File: src/rtl/fisr_pkg.sv
// Shared FP32 definitions for the fast inverse square root datapath.
package fisr_pkg;

    localparam int unsigned EXP_W    = 8;
    localparam int unsigned FRAC_W   = 23;
    localparam int unsigned ESUM_W   = 10;
    localparam int          EXP_BIAS = 127;

    localparam logic [31:0] FP_ONE_HALF = 32'h3FC00000;
    localparam logic [31:0] FP_POS_INF  = 32'h7F800000;

    typedef struct packed {
        logic              sign;
        logic [EXP_W-1:0]  exp;
        logic [FRAC_W-1:0] frac;
    } fp32_t;

    // Outcome of the exponent range check when packing a product.
    typedef enum logic [1:0] {
        PACK_NORMAL,
        PACK_ZERO,
        PACK_INF
    } pack_kind_e;

endpackage

File: src/rtl/newton_multiply_if.sv
// Operand/result bundle of the Newton-Raphson multiply stage.
interface newton_multiply_if #(
    parameter int TAG_W = 4
);
    logic             in_valid;
    logic [31:0]      NumA;
    logic [31:0]      Init;
    logic [TAG_W-1:0] in_tag;
    logic             out_valid;
    logic [31:0]      Result;
    logic [TAG_W-1:0] out_tag;

    modport master (
        output in_valid, NumA, Init, in_tag,
        input  out_valid, Result, out_tag
    );

    modport slave (
        input  in_valid, NumA, Init, in_tag,
        output out_valid, Result, out_tag
    );
endinterface

File: src/rtl/fp32_normalize_pack.sv
// Normalises a mantissa product, flushes underflow to signed zero,
// saturates overflow to signed infinity and packs an FP32 word.
module fp32_normalize_pack
    import fisr_pkg::*;
(
    input  logic                     sign,
    input  logic signed [ESUM_W-1:0] esum,
    input  logic                     zero,
    // Product bits [47:23]; lower bits never reach the result under truncation.
    input  logic [24:0]              p_hi,
    output logic [31:0]              result
);

    logic signed [ESUM_W-1:0] e;
    logic [FRAC_W-1:0]        frac;
    pack_kind_e               kind;
    fp32_t                    packed_val;

    // Select normalisation shift, classify exponent range and pack.
    always_comb begin
        e          = esum;
        frac       = p_hi[22:0];
        kind       = PACK_NORMAL;
        packed_val = '0;

        if (p_hi[24]) begin
            e    = esum + 10'sd1;
            frac = p_hi[23:1];
        end

        if (zero || (e <= 10'sd0)) begin
            kind = PACK_ZERO;
        end else if (e >= 10'sd255) begin
            kind = PACK_INF;
        end

        packed_val.sign = sign;
        unique case (kind)
            PACK_ZERO: begin
                packed_val.exp  = '0;
                packed_val.frac = '0;
            end
            PACK_INF: begin
                packed_val.exp  = FP_POS_INF[30:23];
                packed_val.frac = FP_POS_INF[22:0];
            end
            default: begin
                packed_val.exp  = e[7:0];
                packed_val.frac = frac;
            end
        endcase

        result = packed_val;
    end

endmodule

File: src/rtl/newton_multiply.sv
// Newton-Raphson final stage: 3-stage FP32 multiply y1 = NumA * Init,
// with valid and tag carried alongside at matching latency.
module newton_multiply #(
    parameter int EXP_BIAS = fisr_pkg::EXP_BIAS,
    parameter int TAG_W    = 4
) (
    input  logic              clk,
    input  logic              rst,
    input  logic              ce,
    newton_multiply_if.slave  bus
);
    import fisr_pkg::*;

    fp32_t                    a;
    fp32_t                    b;
    logic signed [ESUM_W-1:0] esum_next;
    logic [24:0]              p_hi_next;

    // Stage 1 registers (unpack)
    logic                     s1_valid;
    logic                     s1_sign;
    logic signed [ESUM_W-1:0] s1_esum;
    logic                     s1_zero;
    logic [23:0]              s1_ma;
    logic [23:0]              s1_mb;
    logic [TAG_W-1:0]         s1_tag;

    // Stage 2 registers (multiply)
    logic                     s2_valid;
    logic                     s2_sign;
    logic signed [ESUM_W-1:0] s2_esum;
    logic                     s2_zero;
    logic [24:0]              s2_p_hi;
    logic [TAG_W-1:0]         s2_tag;

    // Stage 3 registers (output)
    logic                     out_valid_q;
    logic [31:0]              result_q;
    logic [TAG_W-1:0]         out_tag_q;

    logic [31:0]              packed_result;

    assign a = bus.NumA;
    assign b = bus.Init;

    assign esum_next = $signed({2'b00, a.exp}) + $signed({2'b00, b.exp})
                     - $signed(10'(EXP_BIAS));

    // Only product bits [47:23] are kept: truncation discards the rest
    // on both normalisation paths, so the result is unchanged.
    assign p_hi_next = 25'((48'(s1_ma) * 48'(s1_mb)) >> 23);

    fp32_normalize_pack u_pack (
        .sign   (s2_sign),
        .esum   (s2_esum),
        .zero   (s2_zero),
        .p_hi   (s2_p_hi),
        .result (packed_result)
    );

    // Pipeline registers: reset clears everything, ce=0 freezes every stage.
    always_ff @(posedge clk) begin
        if (rst) begin
            s1_valid    <= 1'b0;
            s1_sign     <= 1'b0;
            s1_esum     <= '0;
            s1_zero     <= 1'b0;
            s1_ma       <= '0;
            s1_mb       <= '0;
            s1_tag      <= '0;
            s2_valid    <= 1'b0;
            s2_sign     <= 1'b0;
            s2_esum     <= '0;
            s2_zero     <= 1'b0;
            s2_p_hi     <= '0;
            s2_tag      <= '0;
            out_valid_q <= 1'b0;
            result_q    <= '0;
            out_tag_q   <= '0;
        end else if (ce) begin
            s1_valid    <= bus.in_valid;
            s1_sign     <= a.sign ^ b.sign;
            s1_esum     <= esum_next;
            s1_zero     <= (a.exp == '0) || (b.exp == '0);
            s1_ma       <= {1'b1, a.frac};
            s1_mb       <= {1'b1, b.frac};
            s1_tag      <= bus.in_tag;

            s2_valid    <= s1_valid;
            s2_sign     <= s1_sign;
            s2_esum     <= s1_esum;
            s2_zero     <= s1_zero;
            s2_p_hi     <= p_hi_next;
            s2_tag      <= s1_tag;

            out_valid_q <= s2_valid;
            result_q    <= packed_result;
            out_tag_q   <= s2_tag;
        end
    end

    assign bus.out_valid = out_valid_q;
    assign bus.Result    = result_q;
    assign bus.out_tag   = out_tag_q;

endmodule

File: src/flat_wrapper.sv
// flat-port wrapper written by rule: the top's interface ports become plain ports
module newton_multiply_flat import fisr_pkg::*;
#(
    parameter int EXP_BIAS = fisr_pkg::EXP_BIAS,
    parameter int TAG_W    = 4
)
  (clk, rst, ce, bus_in_valid, bus_NumA, bus_Init, bus_in_tag, bus_out_valid, bus_Result, bus_out_tag);
  newton_multiply_if #(.TAG_W(TAG_W)) bus_i ();
  input  logic clk;
  input  logic rst;
  input  logic ce;
  input wire logic [$bits(bus_i.in_valid)-1:0] bus_in_valid;
  input wire logic [$bits(bus_i.NumA)-1:0] bus_NumA;
  input wire logic [$bits(bus_i.Init)-1:0] bus_Init;
  input wire logic [$bits(bus_i.in_tag)-1:0] bus_in_tag;
  output wire logic [$bits(bus_i.out_valid)-1:0] bus_out_valid;
  output wire logic [$bits(bus_i.Result)-1:0] bus_Result;
  output wire logic [$bits(bus_i.out_tag)-1:0] bus_out_tag;
  assign bus_i.in_valid = bus_in_valid;
  assign bus_i.NumA = bus_NumA;
  assign bus_i.Init = bus_Init;
  assign bus_i.in_tag = bus_in_tag;
  assign bus_out_valid = bus_i.out_valid;
  assign bus_Result = bus_i.Result;
  assign bus_out_tag = bus_i.out_tag;
  newton_multiply #(.EXP_BIAS(EXP_BIAS), .TAG_W(TAG_W)) u_core (.clk(clk), .rst(rst), .ce(ce), .bus(bus_i));
endmodule
File: config.mk
export PLATFORM = sky130hd
export DESIGN_NAME = newton_multiply_flat
export DESIGN_NICKNAME = d
export VERILOG_FILES = /design/src/rtl/fisr_pkg.sv /design/src/rtl/newton_multiply_if.sv /design/src/rtl/fp32_normalize_pack.sv /design/src/rtl/newton_multiply.sv /design/src/flat_wrapper.sv
export SDC_FILE = /design/constraint.sdc
export NUM_CORES = 2
export LEC_CHECK = 0
export ABC_AREA = 1
export CORE_MARGIN = 2
export CORE_UTILIZATION = 40
export DETAILED_ROUTE_END_ITERATION = 12
export DONT_BUFFER_PORTS = 1
export PLACE_DENSITY = 0.53
export SLEW_MARGIN = 10
export SYNTH_ARGS = -nofsm -noshare
export SYNTH_HDL_FRONTEND = slang
export SYNTH_SLANG_ARGS = --single-unit
File: constraint.sdc
create_clock -name clk -period 8.73 [get_ports clk]
set_input_delay 1.3095 -clock clk [delete_from_list [all_inputs] [get_ports clk]]
set_output_delay 1.3095 -clock clk [all_outputs]
set_load 0.03 [all_outputs]
==> run_results.csv <==
group,metric,value,unit
sta,period_share,81.69,%
synthesis,yosys_warnings,0,
sta,whs,0.4609,ns
power,power.total,4.559,mW
drt,viasPerCell,4.824,
worst_setup_path,startpoint,"u_core.s1_mb[9]",
sta,grt_setup_unrepaired,"no",
sta,worstMarginPinSlew,1.230,ns
sta,slew_violations,0,
worst_setup_path,reg2reg_from,"u_core.s1_mb[9]",
final_layout,instances_no_fill,4323,
sta,hold_viol,0,
power,powerDensity,166.5,nW/um^2
synthesis,avgSynthCellArea,7.277,um^2
global_route,grt_first_pass_wirelength,118.7,mm
die,coreArea,64460,um^2
status,status,"completed",
drt,wl,72.52,mm
synthesis,yosysUniqueCellTypes,34,
clock_tree,numCtsBuffers,17,
drt,drc,0,
clock_tree,clk_latency,0.46,ns
global_route,track_usage,22.57,%
sta,fin_crit,7.131,ns
synthesis,synth_top_area_share,36.93,%
power,ir_worst_vdd,0.1611,mV
global_route,grt_max_degree,163,
sta,finalSetupViolCount,0,
sta,relSlewSlack,17.86,%
flow_run,cap_violations,0,
die,die_width,259.6,um
global_route,antenna_found_initial,1,
clock_tree,numClockSinks,143,
die,die_h,259.6,um
drt,ant_nets,0,
worst_setup_path,critPathMaxStageDelay,1.06,ns
clock_tree,cts_buffer_depth,2,
clock_tree,clkSlewWorstSetupHoldPaths,0.07,ns
clock_tree,post_cts_resized,0,
worst_setup_path,arrival,7.49,ns
worst_hold_path,hold_path_class,"reg -> reg",
synthesis,ys_top_cells_by_area,"fa_1 37%, inv_1 14%, nand2_1 12%",
clock_tree,ctsHoldBuffers,0,
power,leakagePower,15.50,nW
worst_setup_path,path_delay_family,"adder cells",
clock_tree,cts_root_buffer,"clkbuf_16",
die,start_util,40.53,%
clock_tree,cts_max_level,4,
worst_setup_path,crit_required,9.09,ns
placed_design,io_buffers,0,
synthesis,synth_area,26130,um^2
synthesis,yosysTopAreaCell,"fa_1",
die,die-area,67380,um^2
synthesis,yosys_register_bits,143,
worst_setup_path,slowest_stage,"dfxtp_1",
final_layout,insertedDiodeCount,0,
worst_setup_path,cp_max_fo,25,
synthesis,synthCells,3591,
drt,drt_first_pass_iters,5,
drt,drt_iter0_markers,1232,
die,num_rows,93,
worst_setup_path,start_kind,"register",
sta,tns,0,ns
worst_setup_path,crit_type,"reg -> reg",
placed_design,dpl.hpwl,59.63,mm
final_layout,nFillCells,6816,
worst_setup_path,critPathBufInv,7,
drt,vias,20856,
worst_hold_path,worstHoldStart,"u_core.s1_esum[9]",
final_layout,nNetsFinal,4189,
sta,max_freq,140.2,MHz
clock_tree,post_cts_buffers,0,
die,io_pins,109,
placed_design,globalplace.congestion,0.8841,
final_layout,drive_gt1_share,2.336,%
sta,skew,0.01501,ns
synthesis,synth_nets,4325,
global_route,overflow,0,
final_layout,area_delta_synth_final,4.774,%
clock_tree,cts_tree,"done",
placed_design,dpl.cell_count,4291,
worst_setup_path,critPathCaptureType,"register",
drt,routedWlPerCell,16.78,um
synthesis,ys_seq_area_share,10.96,%
global_route,first_global_vias,21542,
[metrics by stage]
step                area [um^2]  worst slack [ns]  util, %
global route              27380             1.186    42.47
floorplan                 26130             2.697        -
global placement          26770             1.656    41.53
detailed placement        26770             1.683    41.53
CTS                       27380             1.658    42.47
finish                    27380             1.599    42.47
[final timing paths]
kind,end,slack (ns),cells past startpoint
setup / recovery,u_core.s2_p_hi[21],1.60,26
hold / removal,u_core.s1_esum[9],0.46,2
setup reg to reg,u_core.s2_p_hi[21],1.60,26
hold reg to reg,u_core.s1_esum[9],0.46,2
[cells in the final DEF (no fill, tap or decap), types with 5 or more instances in the layout]
| cell type | n |
|---|---|
| a21o_1 | 5 |
| nor3_1 | 9 |
| ha_1 | 180 |
| xnor2_1 | 6 |
| clkbuf_16 | 17 |
| nor4_1 | 7 |
| fa_1 | 482 |
| xor2_1 | 20 |
| o21ai_0 | 180 |
| dfxtp_1 | 142 |
| nand2_1 | 818 |
| nor2_1 | 259 |
| nand4_1 | 19 |
| o21bai_1 | 10 |
| inv_1 | 1001 |
| buf_4 | 40 |
| nand3_1 | 95 |
| a21oi_1 | 138 |
[where the power goes]
part           leakage (nW)  internal, mW  switching [mW]
logic                  14.0          1.01            1.87
clock network         0.299         0.445           0.357
registers              1.19         0.725           0.152
[cell type report]
class                      count  area, um^2  area share (%)
inverter                    1003        3767           13.76
timing repair buffer          41       320.3           1.170
clock buffer                  20       456.7           1.668
multi-input combinational   2249       18750           68.49
sequential                   143        2864           10.46
tap                          855        1070           3.908
clock inverter                12       148.9          0.5439
[Yosys cell counts (all sizes together)]
| library cell | count |
|---|---|
| nand2 | 818 |
| o211ai | 3 |
| nand3b | 1 |
| inv | 1003 |
| nor3 | 9 |
| o21a | 2 |
| nor2 | 261 |
| fa | 482 |
| a31oi | 1 |
| clkbuf | 181 |
| buf | 15 |
| o211a | 1 |
| nand3 | 95 |
| xnor2 | 6 |
| a21oi | 138 |
| o311ai | 1 |
| xor2 | 21 |
| or2 | 1 |
| and3 | 2 |
| a21boi | 5 |
| nand4 | 19 |
| o21bai | 10 |
| a21o | 5 |
| dfxtp | 143 |
| nor4 | 7 |
| ha | 180 |
| a31o | 1 |
| o21ai | 180 |
[per-layer routing]
layer | wire [um] | share of wire [%] | up-vias | global-route usage, %
met4 | 1470 | 2.0 | 2 | 5.220
met5 | 11 | 0.015 | - | 0
met1 | 33140 | 46 | 10259 | 31.44
met2 | 33690 | 46 | 483 | 36.92
met3 | 4210 | 5.8 | 63 | 3.558
li1 | - | - | 10049 | -
[worst register-to-register path: stages (launching register included)]
cell and delay (ns):
dfxtp_1 1.06, nand2_1 0.20, fa_1 0.57, inv_1 0.06, fa_1 0.54, inv_1 0.06, fa_1 0.49, inv_1 0.05
fa_1 0.61, fa_1 0.47, fa_1 0.50, inv_1 0.05, fa_1 0.47, inv_1 0.05, ha_1 0.30, inv_1 0.16
o21ai_0 0.13, a21boi_0 0.38, o21bai_1 0.14, nand2_1 0.08, nand2_1 0.05, a21oi_1 0.23, nand2_1 0.08, nand2_1 0.06
nand3_1 0.11, nand2_1 0.09, inv_1 0.04
[sequential cells by signal (all words and copies together) (netlist names), 4 cells and up]
| name | cells |
|---|---|
| u_core.bus.Result | 32 |
| u_core.s2_p_hi | 25 |
| u_core.s1_mb | 24 |
| u_core.s1_ma | 23 |
| u_core.s1_esum | 10 |
| u_core.s2_esum | 10 |
| u_core.bus.out_tag | 4 |
| u_core.s1_tag | 4 |
| u_core.s2_tag | 4 |
[cells by family (layout without fill, tap and decap cells)]
kind of cell | after synthesis | count (layout) | share of synthesized area [%]
compound gates | 347 | 347 | 6.981
xor+xnor | 27 | 27 | 0.9768
fa+ha+maj | 662 | 662 | 45.55
buf+inv | 1199 | 1076 | 17.30
flops | 143 | 143 | 10.96
simple gates | 1213 | 1213 | 18.24
Note: power is estimated with default switching activity, not from simulation.
